==> src/rtl/sram_arbiter_if.sv <==
// Bus bundle for the SRAM arbiter: two requester channels (instruction fetch and data) plus
// the shared memory bus. The slave view is the arbiter; the master view is the surrounding
// cores and memory model.
interface sram_arbiter_if;
  // Instruction-fetch channel
  logic        i_req;
  logic        i_wr;
  logic [1:0]  i_size;
  logic [3:0]  i_wstrb;
  logic [31:0] i_addr;
  logic [31:0] i_wdata;
  logic        i_addr_ok;
  logic        i_data_ok;
  logic [31:0] i_rdata;
  // Data channel
  logic        d_req;
  logic        d_wr;
  logic [1:0]  d_size;
  logic [3:0]  d_wstrb;
  logic [31:0] d_addr;
  logic [31:0] d_wdata;
  logic        d_addr_ok;
  logic        d_data_ok;
  logic [31:0] d_rdata;
  // Shared memory bus
  logic        m_req;
  logic        m_wr;
  logic [1:0]  m_size;
  logic [3:0]  m_wstrb;
  logic [31:0] m_addr;
  logic [31:0] m_wdata;
  logic        m_addr_ok;
  logic        m_data_ok;
  logic [31:0] m_rdata;
  // Sticky protocol error
  logic        err_unexp;

  modport slave (
    input  i_req, i_wr, i_size, i_wstrb, i_addr, i_wdata,
    output i_addr_ok, i_data_ok, i_rdata,
    input  d_req, d_wr, d_size, d_wstrb, d_addr, d_wdata,
    output d_addr_ok, d_data_ok, d_rdata,
    output m_req, m_wr, m_size, m_wstrb, m_addr, m_wdata,
    input  m_addr_ok, m_data_ok, m_rdata,
    output err_unexp
  );

  modport master (
    output i_req, i_wr, i_size, i_wstrb, i_addr, i_wdata,
    input  i_addr_ok, i_data_ok, i_rdata,
    output d_req, d_wr, d_size, d_wstrb, d_addr, d_wdata,
    input  d_addr_ok, d_data_ok, d_rdata,
    input  m_req, m_wr, m_size, m_wstrb, m_addr, m_wdata,
    output m_addr_ok, m_data_ok, m_rdata,
    input  err_unexp
  );
endinterface

==> src/rtl/sram_arbiter.sv <==
// Two-to-one SRAM bus arbiter with data-channel priority, no preemption once a request is
// presented, and an in-order owner FIFO that routes responses back to the right requester.
// Forwarding is purely combinational; only bookkeeping is registered.
module sram_arbiter #(
  parameter int unsigned OUTST_DEPTH = 2
) (
  input logic            clk,
  input logic            rst,
  sram_arbiter_if.slave  bus
);

  localparam int unsigned PtrW = $clog2(OUTST_DEPTH);
  localparam int unsigned CntW = PtrW + 1;

  typedef enum logic [1:0] {StIdle, StHoldI, StHoldD} state_e;

  state_e                 state_q, state_d;
  logic [CntW-1:0]        cnt_q, cnt_d;
  logic [PtrW-1:0]        wptr_q, rptr_q;
  logic [OUTST_DEPTH-1:0] owner_q, owner_d;
  logic                   err_q;

  logic grant_i, grant_d, push, pop, full, empty;

  assign full  = (cnt_q == CntW'(OUTST_DEPTH));
  assign empty = (cnt_q == '0);

  // Grant selection, bus forwarding and next-state; rst masks all handshakes combinationally.
  always_comb begin
    grant_i = 1'b0;
    grant_d = 1'b0;
    state_d = state_q;
    unique case (state_q)
      StIdle: begin
        if (!full) begin
          if (bus.d_req)      grant_d = 1'b1;
          else if (bus.i_req) grant_i = 1'b1;
        end
      end
      StHoldI: grant_i = 1'b1;
      StHoldD: grant_d = 1'b1;
      default: state_d = StIdle;
    endcase
    if (rst) begin
      grant_i = 1'b0;
      grant_d = 1'b0;
    end

    if (state_q == StIdle) begin
      if (grant_d && !bus.m_addr_ok)      state_d = StHoldD;
      else if (grant_i && !bus.m_addr_ok) state_d = StHoldI;
    end else if (bus.m_addr_ok) begin
      state_d = StIdle;
    end

    bus.m_req   = grant_i | grant_d;
    bus.m_wr    = grant_d ? bus.d_wr    : bus.i_wr;
    bus.m_size  = grant_d ? bus.d_size  : bus.i_size;
    bus.m_wstrb = grant_d ? bus.d_wstrb : bus.i_wstrb;
    bus.m_addr  = grant_d ? bus.d_addr  : bus.i_addr;
    bus.m_wdata = grant_d ? bus.d_wdata : bus.i_wdata;

    bus.i_addr_ok = grant_i & bus.m_addr_ok;
    bus.d_addr_ok = grant_d & bus.m_addr_ok;
  end

  // Owner FIFO push/pop and response routing; responses with nothing outstanding are flagged.
  always_comb begin
    push    = bus.m_req & bus.m_addr_ok;
    pop     = bus.m_data_ok & !empty & !rst;
    owner_d = owner_q;
    if (push) owner_d[wptr_q] = grant_d;

    cnt_d = cnt_q;
    unique case ({push, pop})
      2'b10:   cnt_d = cnt_q + CntW'(1);
      2'b01:   cnt_d = cnt_q - CntW'(1);
      default: cnt_d = cnt_q;
    endcase

    bus.i_data_ok = pop & !owner_q[rptr_q];
    bus.d_data_ok = pop &  owner_q[rptr_q];
    bus.i_rdata   = bus.m_rdata;
    bus.d_rdata   = bus.m_rdata;
    bus.err_unexp = err_q;
  end

  // Registered bookkeeping; pointers wrap naturally because OUTST_DEPTH is a power of two.
  always_ff @(posedge clk or posedge rst) begin
    if (rst) begin
      state_q <= StIdle;
      cnt_q   <= '0;
      wptr_q  <= '0;
      rptr_q  <= '0;
      owner_q <= '0;
      err_q   <= 1'b0;
    end else begin
      state_q <= state_d;
      cnt_q   <= cnt_d;
      owner_q <= owner_d;
      if (push) wptr_q <= wptr_q + PtrW'(1);
      if (pop)  rptr_q <= rptr_q + PtrW'(1);
      if (bus.m_data_ok && empty) err_q <= 1'b1;
    end
  end

endmodule

==> src/flat_wrapper.sv <==
// flat-port wrapper written by rule: the top's interface ports become plain ports
module sram_arbiter_flat 
#(
  parameter int unsigned OUTST_DEPTH = 2
)
  (clk, rst, bus_i_req, bus_i_wr, bus_i_size, bus_i_wstrb, bus_i_addr, bus_i_wdata, bus_i_addr_ok, bus_i_data_ok, bus_i_rdata, bus_d_req, bus_d_wr, bus_d_size, bus_d_wstrb, bus_d_addr, bus_d_wdata, bus_d_addr_ok, bus_d_data_ok, bus_d_rdata, bus_m_req, bus_m_wr, bus_m_size, bus_m_wstrb, bus_m_addr, bus_m_wdata, bus_m_addr_ok, bus_m_data_ok, bus_m_rdata, bus_err_unexp);
  sram_arbiter_if bus_i ();
  input logic clk;
  input logic rst;
  input wire logic [$bits(bus_i.i_req)-1:0] bus_i_req;
  input wire logic [$bits(bus_i.i_wr)-1:0] bus_i_wr;
  input wire logic [$bits(bus_i.i_size)-1:0] bus_i_size;
  input wire logic [$bits(bus_i.i_wstrb)-1:0] bus_i_wstrb;
  input wire logic [$bits(bus_i.i_addr)-1:0] bus_i_addr;
  input wire logic [$bits(bus_i.i_wdata)-1:0] bus_i_wdata;
  output wire logic [$bits(bus_i.i_addr_ok)-1:0] bus_i_addr_ok;
  output wire logic [$bits(bus_i.i_data_ok)-1:0] bus_i_data_ok;
  output wire logic [$bits(bus_i.i_rdata)-1:0] bus_i_rdata;
  input wire logic [$bits(bus_i.d_req)-1:0] bus_d_req;
  input wire logic [$bits(bus_i.d_wr)-1:0] bus_d_wr;
  input wire logic [$bits(bus_i.d_size)-1:0] bus_d_size;
  input wire logic [$bits(bus_i.d_wstrb)-1:0] bus_d_wstrb;
  input wire logic [$bits(bus_i.d_addr)-1:0] bus_d_addr;
  input wire logic [$bits(bus_i.d_wdata)-1:0] bus_d_wdata;
  output wire logic [$bits(bus_i.d_addr_ok)-1:0] bus_d_addr_ok;
  output wire logic [$bits(bus_i.d_data_ok)-1:0] bus_d_data_ok;
  output wire logic [$bits(bus_i.d_rdata)-1:0] bus_d_rdata;
  output wire logic [$bits(bus_i.m_req)-1:0] bus_m_req;
  output wire logic [$bits(bus_i.m_wr)-1:0] bus_m_wr;
  output wire logic [$bits(bus_i.m_size)-1:0] bus_m_size;
  output wire logic [$bits(bus_i.m_wstrb)-1:0] bus_m_wstrb;
  output wire logic [$bits(bus_i.m_addr)-1:0] bus_m_addr;
  output wire logic [$bits(bus_i.m_wdata)-1:0] bus_m_wdata;
  input wire logic [$bits(bus_i.m_addr_ok)-1:0] bus_m_addr_ok;
  input wire logic [$bits(bus_i.m_data_ok)-1:0] bus_m_data_ok;
  input wire logic [$bits(bus_i.m_rdata)-1:0] bus_m_rdata;
  output wire logic [$bits(bus_i.err_unexp)-1:0] bus_err_unexp;
  assign bus_i.i_req = bus_i_req;
  assign bus_i.i_wr = bus_i_wr;
  assign bus_i.i_size = bus_i_size;
  assign bus_i.i_wstrb = bus_i_wstrb;
  assign bus_i.i_addr = bus_i_addr;
  assign bus_i.i_wdata = bus_i_wdata;
  assign bus_i_addr_ok = bus_i.i_addr_ok;
  assign bus_i_data_ok = bus_i.i_data_ok;
  assign bus_i_rdata = bus_i.i_rdata;
  assign bus_i.d_req = bus_d_req;
  assign bus_i.d_wr = bus_d_wr;
  assign bus_i.d_size = bus_d_size;
  assign bus_i.d_wstrb = bus_d_wstrb;
  assign bus_i.d_addr = bus_d_addr;
  assign bus_i.d_wdata = bus_d_wdata;
  assign bus_d_addr_ok = bus_i.d_addr_ok;
  assign bus_d_data_ok = bus_i.d_data_ok;
  assign bus_d_rdata = bus_i.d_rdata;
  assign bus_m_req = bus_i.m_req;
  assign bus_m_wr = bus_i.m_wr;
  assign bus_m_size = bus_i.m_size;
  assign bus_m_wstrb = bus_i.m_wstrb;
  assign bus_m_addr = bus_i.m_addr;
  assign bus_m_wdata = bus_i.m_wdata;
  assign bus_i.m_addr_ok = bus_m_addr_ok;
  assign bus_i.m_data_ok = bus_m_data_ok;
  assign bus_i.m_rdata = bus_m_rdata;
  assign bus_err_unexp = bus_i.err_unexp;
  sram_arbiter #(.OUTST_DEPTH(OUTST_DEPTH)) u_core (.clk(clk), .rst(rst), .bus(bus_i));
endmodule
==> config.mk <==
export PLATFORM = sky130hd
export DESIGN_NAME = sram_arbiter_flat
export DESIGN_NICKNAME = d
export VERILOG_FILES = /design/src/rtl/sram_arbiter_if.sv /design/src/rtl/sram_arbiter.sv /design/src/flat_wrapper.sv
export SDC_FILE = /design/constraint.sdc
export NUM_CORES = 1
export LEC_CHECK = 0
export ABC_CLOCK_PERIOD_IN_PS = 2000
export BUFFER_PORTS_ARGS = -buffer_cell sky130_fd_sc_hd__buf_2
export CORE_AREA = 2 2 125 127
export CTS_BUF_LIST = sky130_fd_sc_hd__clkbuf_16
export DETAILED_ROUTE_END_ITERATION = 10
export DIE_AREA = 0 0 127 129
export GPL_TIMING_DRIVEN = 0
export SLEW_MARGIN = 25
export SYNTH_ARGS = -nofsm -noshare
export SYNTH_HDL_FRONTEND = slang
export SYNTH_SLANG_ARGS = --single-unit
==> constraint.sdc <==
create_clock -name clk -period 2 [get_ports clk]
set_input_delay 0.4 -clock clk [delete_from_list [all_inputs] [get_ports clk]]
set_output_delay 0.4 -clock clk [all_outputs]
set_load 0.05 [all_outputs]
==> reports/results.txt, run 1 <==
outcome -> complete, but fails checks
violated checks -> negative setup slack
Tot GR Track Use -> 10.2%
Peak VDD IR -> 667 uV
initial antenna violation count -> 0
Multi-input gate area -> 1280 sq um
Reg area -> 226 sq um
final setup margin -> -478 ps
final number of hold-violating endpoints -> 0
wirelength, routed -> 9960 um
first-pass GRT wire length -> 13,000 um
Worst Path Arrival -> 2080 ps
fin util -> 30.9%
Syn Std Cell Area -> 2010 sq um
Clock Tree Buf Depth -> 2
starting density of the core -> 13.4%
average vias per placed instance -> 3.55
IO Pins -> 321
synthesized flop and latch total -> 9
Final Cycle Share -> 124%
Slew Limit Headroom -> 80.2%
H-Tree Level Count -> 1
Mean Syn Cell Area -> 10.5 sq um
Worst EP required -> 1600 ps
Max Slew Vio Count -> 0
Final GP Congestion -> 0.747
Worst R2R Setup Slack -> 70 ps
clk_skew -> 0.334 ps
Area Growth Syn to Fin -> 130%
CTS Hold Bufs -> 0
CTS tree -> built
Seq/Total Area, Yosys -> 11.2%
Worst Setup Start Kind -> flip-flop
RSZ-0062 raised after global routing -> true
critical path's top delay family -> simple AND/OR/NAND/NOR gates
core area -> 15,000 sq um
Worst Max-Slew Pin Slew -> 297 ps
DPL Wire Length -> 8140 um
Crit Path Class -> reg -> out
syn_nets -> 372
global route total overflow -> 0
overall power -> 0.00397 W
Worst path max stage delay -> 390 ps
number of port buffers -> 288
Rows -> 45
Initial DRT Pass Iterations -> 4
fill count -> 1,556
critical-path cell list -> or2b_4 -> a21oi_2 -> or3_4 -> buf_12 -> buf_12 -> mux2_4 -> buf_8
Clock Pin Slew Worst Setup and Hold Paths -> 40 ps
minimum clock period -> 2480 ps
post-route ant nets -> 0
Crit Path Max Fanout -> 10
final hold slack -> 120 ps
most frequent cell on the critical path -> buf_12
initial drt markers -> 28
cts bufs inserted -> 3
DRC errors left -> 0
Vias -> 2,429
vias in the first global route -> 2,300
Cells after Synth -> 191
P_leak -> 2.60 nW
Distinct cells, synth -> 30
WL per Instance -> 14.5 um
clk_lat worst skew -> 240 ps
worst reg-to-reg path cell count -> 10
Antenna Diode Count -> 0
r2r startpoint -> u_core.cnt_q[1]$_DFFE_PP0P_
worst path bufs/invs -> 3
chip height -> 129 um
Max stage delay cell, worst path -> dfrtp_1
FMAX -> 404 MHz
FF-to-FF End -> u_core.cnt_q[1]$_DFFE_PP0P_
largest net degree at the start of global routing -> 15
share of layout cells above drive strength 1 -> 93.0%
Clock Tree Root -> clkbuf_16
clk sinks -> 9
die area -> 16,400 sq um
pwr dens -> 857 nW/um^2
Warnings, synthesis -> 0
number of max-cap violations -> 0
crit end category -> output port
Worst Hold Class -> in -> async
Final #Nets -> 679
die width -> 127 um
Finish-stage setup viols -> 74
-- cell families (layout without fill, tap and decap cells) --
group	count (synthesis)	after routing	synth area share (%)
flip-flops	9	9	11.2
XOR/XNOR	5	5	2.18
buffers and inverters	78	384	28.9
AO/OA/AOI/OAI	11	11	4.05
AND/OR/NAND/NOR	15	15	4.17
multiplexers	72	72	48.9
adder cells (fa/ha/maj)	1	1	0.623
-- Yosys cell counts --
| cell | n | area (sq um) |
|---|---|---|
| dfrtp_1 | 9 | 225 |
| buf_6 | 6 | 67.6 |
| nor2_1 | 4 | 15.0 |
| a21oi_1 | 2 | 10.0 |
| clkbuf_1 | 1 | 3.75 |
| buf_2 | 2 | 10.0 |
| a31oi_1 | 1 | 6.26 |
| or2b_2 | 1 | 8.76 |
| a21o_1 | 1 | 7.51 |
| nand2b_1 | 1 | 6.26 |
| mux2i_1 | 1 | 10.0 |
| mux2_2 | 25 | 282 |
| o41ai_1 | 2 | 17.5 |
| nand4_1 | 1 | 6.26 |
| nand2_1 | 2 | 7.51 |
| inv_1 | 5 | 18.8 |
| a41oi_1 | 1 | 8.76 |
| or3_4 | 1 | 11.3 |
| buf_4 | 64 | 480 |
| xnor2_1 | 4 | 35.0 |
| or2_2 | 1 | 6.26 |
| nor3_1 | 2 | 10.0 |
| xor2_1 | 1 | 8.76 |
| mux2_4 | 46 | 691 |
| a211o_1 | 1 | 8.76 |
| o31ai_1 | 2 | 15.0 |
| ha_1 | 1 | 12.5 |
| o211ai_1 | 1 | 7.51 |
| and3_1 | 1 | 6.26 |
| and2_1 | 1 | 6.26 |
-- where the power goes --
group          switching (W)  internal, W  leakage [nW]
combinational        0.00180      0.00149          2.45
clock              0.0000993     0.000262        0.0423
sequential         0.0000654     0.000253         0.103
total                0.00196      0.00200          2.60
-- how the worst max path moves through the flow --
stage	depth (start not counted)	start	slack, ps	end
after global placement	7	u_core.cnt_q[0]$_DFFE_PP0P_	-450	bus_m_wdata[17]
after detailed placement	7	u_core.cnt_q[0]$_DFFE_PP0P_	-460	bus_m_wdata[17]
after floorplan	6	u_core.cnt_q[0]$_DFFE_PP0P_	-100	bus_m_addr[10]
after global routing	7	u_core.cnt_q[1]$_DFFE_PP0P_	-510	bus_m_size[0]
after CTS	7	u_core.cnt_q[1]$_DFFE_PP0P_	-520	bus_m_wstrb[2]
final	7	u_core.cnt_q[1]$_DFFE_PP0P_	-480	bus_m_size[0]
-- cell usage in the layout (no fill, tap or decap), types with 4 or more instances in the layout --
cell         n
buf_2      214
buf_4       74
buf_6       64
mux2_4      51
mux2_2      20
buf_12      11
buf_8        9
dfrtp_1      8
inv_1        5
xnor2_1      4
clkbuf_16    4
-- registers in the layout (all words and copies together), names as in the netlist --
signal	flops
u_core.cnt_q	2
u_core.rptr_q	1
u_core.bus.err_unexp	1
u_core.owner_q	2
u_core.state_q	2
u_core.wptr_q	1
-- stage by stage --
stage	TNS [ps]	cell area [sq um]	worst slack, ps	cells
floorplan	-6000	2030	-96.7	191
global placement	-28080	3710	-454	667
detailed placement	-28520	3710	-457	667
CTS	-35530	4500	-525	680
global route	-34360	4620	-505	685
finish	-32230	4620	-478	685
-- metal layers --
layer	vias to the layer above	global-route usage, %	share of wire (%)
met5	-	0	0
met4	0	2.65	1.6
met3	7	1.50	6.2
met2	112	19.4	55
met1	1097	12.1	37
li1	1213	-	-
-- area by class of cell --
class                           instances  share of cell area, %
Timing Repair Buffer                  304                   46.8
Clock buffer                            3                   1.62
Multi-Input combinational cell        104                   27.7
Buffer                                 71                   13.4
Sequential cell                         9                   4.90
Clock inverter                          1                 0.0812
Tap cell                              188                   5.09
Inverter                                5                  0.487
-- repair_timing --
item	4_1_cts	5_1_grt
gates resized for setup	181	17
cloned	2	1
setup buffers	8	5
pin swaps	2	3
endpoints found under the setup margin	75	75
Note: power is estimated with default switching activity, not from simulation.
==> run 2: changes to the inputs <==
--- a/config.mk
+++ b/config.mk
@@ -5,6 +5,7 @@
 export SDC_FILE = /design/constraint.sdc
 export NUM_CORES = 1
 export LEC_CHECK = 0
+export ABC_AREA = 1
 export ABC_CLOCK_PERIOD_IN_PS = 2000
 export BUFFER_PORTS_ARGS = -buffer_cell sky130_fd_sc_hd__buf_2
 export CORE_AREA = 2 2 125 127
==> reports/results.txt, run 2 <==
core area -> 15,000 sq um
post-route ant nets -> 0
Mean Syn Cell Area -> 5.33 sq um
initial antenna violation count -> 0
post-synth top area share -> 46.4%
top-count cell post-synth -> nand2_1
Worst Path Arrival -> 1620 ps
Distinct cells, synth -> 16
minimum clock period -> 2020 ps
complex-gate fraction of the synthesized area -> 1.84%
mux cell area share after synthesis -> 0%
Worst path max stage delay -> 380 ps
share of layout cells above drive strength 1 -> 73.8%
wirelength, routed -> 11,400 um
IO Pins -> 321
fill count -> 1,611
largest family of logic cells by synthesized area -> simple AND/OR/NAND/NOR gates
Final Cycle Share -> 101%
adder-cell share of the synthesized area -> 0.658%
final setup margin -> -16.9 ps
Initial DRT Pass Iterations -> 4
Worst EP required -> 1600 ps
largest net degree at the start of global routing -> 11
synth top area cells -> nand2_1, buf_4, dfrtp_1, buf_6, inv_1
leading cell types in the layout, fill and taps excluded -> buf_2, nand2_1, nand2_2
overall power -> 0.00463 W
CTS tree -> built
Synth area leader -> nand2_1
worst path bufs/invs -> 4
die width -> 127 um
commonest non-fill, non-tap cell in the layout -> buf_2
Final GP Congestion -> 0.790
Cells after Synth -> 357
critical-path cell list -> inv_2 -> nand2_2 -> nand2_2 -> nand2_4 -> nand2_8 -> clkbuf_16 -> clkbuf_16 -> nand2_2 -> nand2_2 -> buf_6
Post-synth top cells -> nand2_1, buf_4, inv_1
final number of hold-violating endpoints -> 0
chip height -> 129 um
average vias per placed instance -> 3.75
Syn Std Cell Area -> 1900 sq um
ys flop type -> dfrtp_1
top flop regs -> u_core.cnt_q x2, u_core.owner_q x2, u_core.state_q x2
vias in the first global route -> 2,873
cts bufs inserted -> 3
Max stage delay cell, worst path -> dfrtp_1
die area -> 16,400 sq um
Worst R2R Setup Slack -> 230 ps
clk_lat worst skew -> 240 ps
CTS Hold Bufs -> 0
FMAX -> 496 MHz
Tot GR Track Use -> 11.5%
Max Slew Vio Count -> 0
Area Growth Syn to Fin -> 157%
Final #Nets -> 846
crit end category -> output port
Peak VDD IR -> 457 uV
H-Tree Level Count -> 1
Rows -> 45
first-pass GRT wire length -> 14,800 um
syn_nets -> 538
WL per Instance -> 13.4 um
violated checks -> negative setup slack
Clock Pin Slew Worst Setup and Hold Paths -> 40 ps
simple logic cell fraction of the synthesized area -> 48.6%
Crit Path Max Fanout -> 5
Worst Hold Class -> in -> async
Antenna Diode Count -> 0
Crit Path Class -> reg -> out
Slew Limit Headroom -> 76.7%
Finish-stage setup viols -> 9
Vias -> 3,194
P_leak -> 2.87 nW
Warnings, synthesis -> 0
synthesized flop and latch total -> 9
Fin Setup TNS -> -71.5 ps
Seq/Total Area, Yosys -> 11.8%
number of max-cap violations -> 0
DRC errors left -> 0
DPL Wire Length -> 8360 um
XOR/XNOR Fraction of Synth Area -> 1.38%
clk_skew -> 0.753 ps
outcome -> complete, but fails checks
RSZ-0062 raised after global routing -> true
pwr dens -> 946 nW/um^2
initial drt markers -> 81
Clock Tree Root -> clkbuf_16
Clock Tree Buf Depth -> 2
number of port buffers -> 288
global route total overflow -> 0
most frequent cell on the critical path -> nand2_2
starting density of the core -> 12.7%
critical path's top delay family -> buffers and inverters
Worst Max-Slew Pin Slew -> 349 ps
asr flop ratio synth -> 100%
number of flops mapped to enable cells by yosys -> 0
Worst Setup Start Kind -> flip-flop
clk sinks -> 9
## run 2: cell type report
cell class	count	area (sq um)	area share (%)
plain buffers	79	707	14.4
clock buffers	3	75.1	1.53
clock inverters	1	3.75	0.0767
inverters	15	68.8	1.41
multi-input cells	254	1320	26.9
flip-flops and latches	9	225	4.60
well taps	188	235	4.81
repair buffers	303	2260	46.2
## run 2: worst register-to-register path, cell delays in order, from the launching register on
cell and delay (ps):
dfrtp_1 390, nor2_2 230, nand3_1 150, nand2_1 130, inv_1 70, ha_1 300
a21oi_1 110, o21ai_0 120, xnor2_1 150
## run 2: power breakdown
part | leakage [nW] | total [W] | switching [W] | internal [W]
combinational | 2.72 | 0.00397 | 0.00242 | 0.00155
sequential | 0.107 | 0.000302 | 0.0000494 | 0.000252
clock | 0.0423 | 0.000355 | 0.0000936 | 0.000262
total | 2.87 | 0.00463 | 0.00257 | 0.00206
## run 2: timing repair
item | in CTS | in global routing
buffers inserted | 5 | 2
resized for setup | 178 | 135
cloned | 3 | 6
pin swaps | 35 | 50
endpoints found under the setup margin | 72 | 74
## run 2: cell families after synthesis
group                    count (synthesis)
buffers and inverters                   94
AND/OR/NAND/NOR                        245
flip-flops                               9
AO/OA/AOI/OAI                            5
adder cells (fa/ha/maj)                  1
XOR/XNOR                                 3
## run 2: final timing paths
kind | from | to | cells past startpoint
min in group clk | bus_m_addr_ok | u_core.state_q[0]$_DFF_PP0_ | 2
setup / recovery | u_core.cnt_q[0]$_DFFE_PP0P_ | bus_m_addr[25] | 10
hold / removal | rst | u_core.cnt_q[0]$_DFFE_PP0P_ | 2
hold reg to reg | u_core.bus.err_unexp$_DFFE_PP0P_ | u_core.bus.err_unexp$_DFFE_PP0P_ | 1
max in group asynchronous | rst | u_core.state_q[1]$_DFF_PP0_ | 2
setup reg to reg | u_core.state_q[0]$_DFF_PP0_ | u_core.cnt_q[1]$_DFFE_PP0P_ | 8
## run 2: metrics by stage
stage          std cells  utilization [%]  cell area [sq um]  hold slack, ps  worst slack (ps)
4_1_cts              845             29.0               4340             180             -63.9
2_1_floorplan        357                -               1900             228               108
3_5_place_dp         833             23.9               3580             412              -144
6_report             852             32.7               4890             173             -16.9
5_1_grt              852             32.7               4890             203             -71.5
3_3_place_gp         833             23.9               3580             413              -153
## run 2: layer usage
layer  vias up  wire [um]  GRT usage [%]
met5         -          0              0
met4         0         40           1.16
met3         7        818           1.66
met2       164       6190           22.4
met1      1412       4340           13.9
li1       1611          -              -
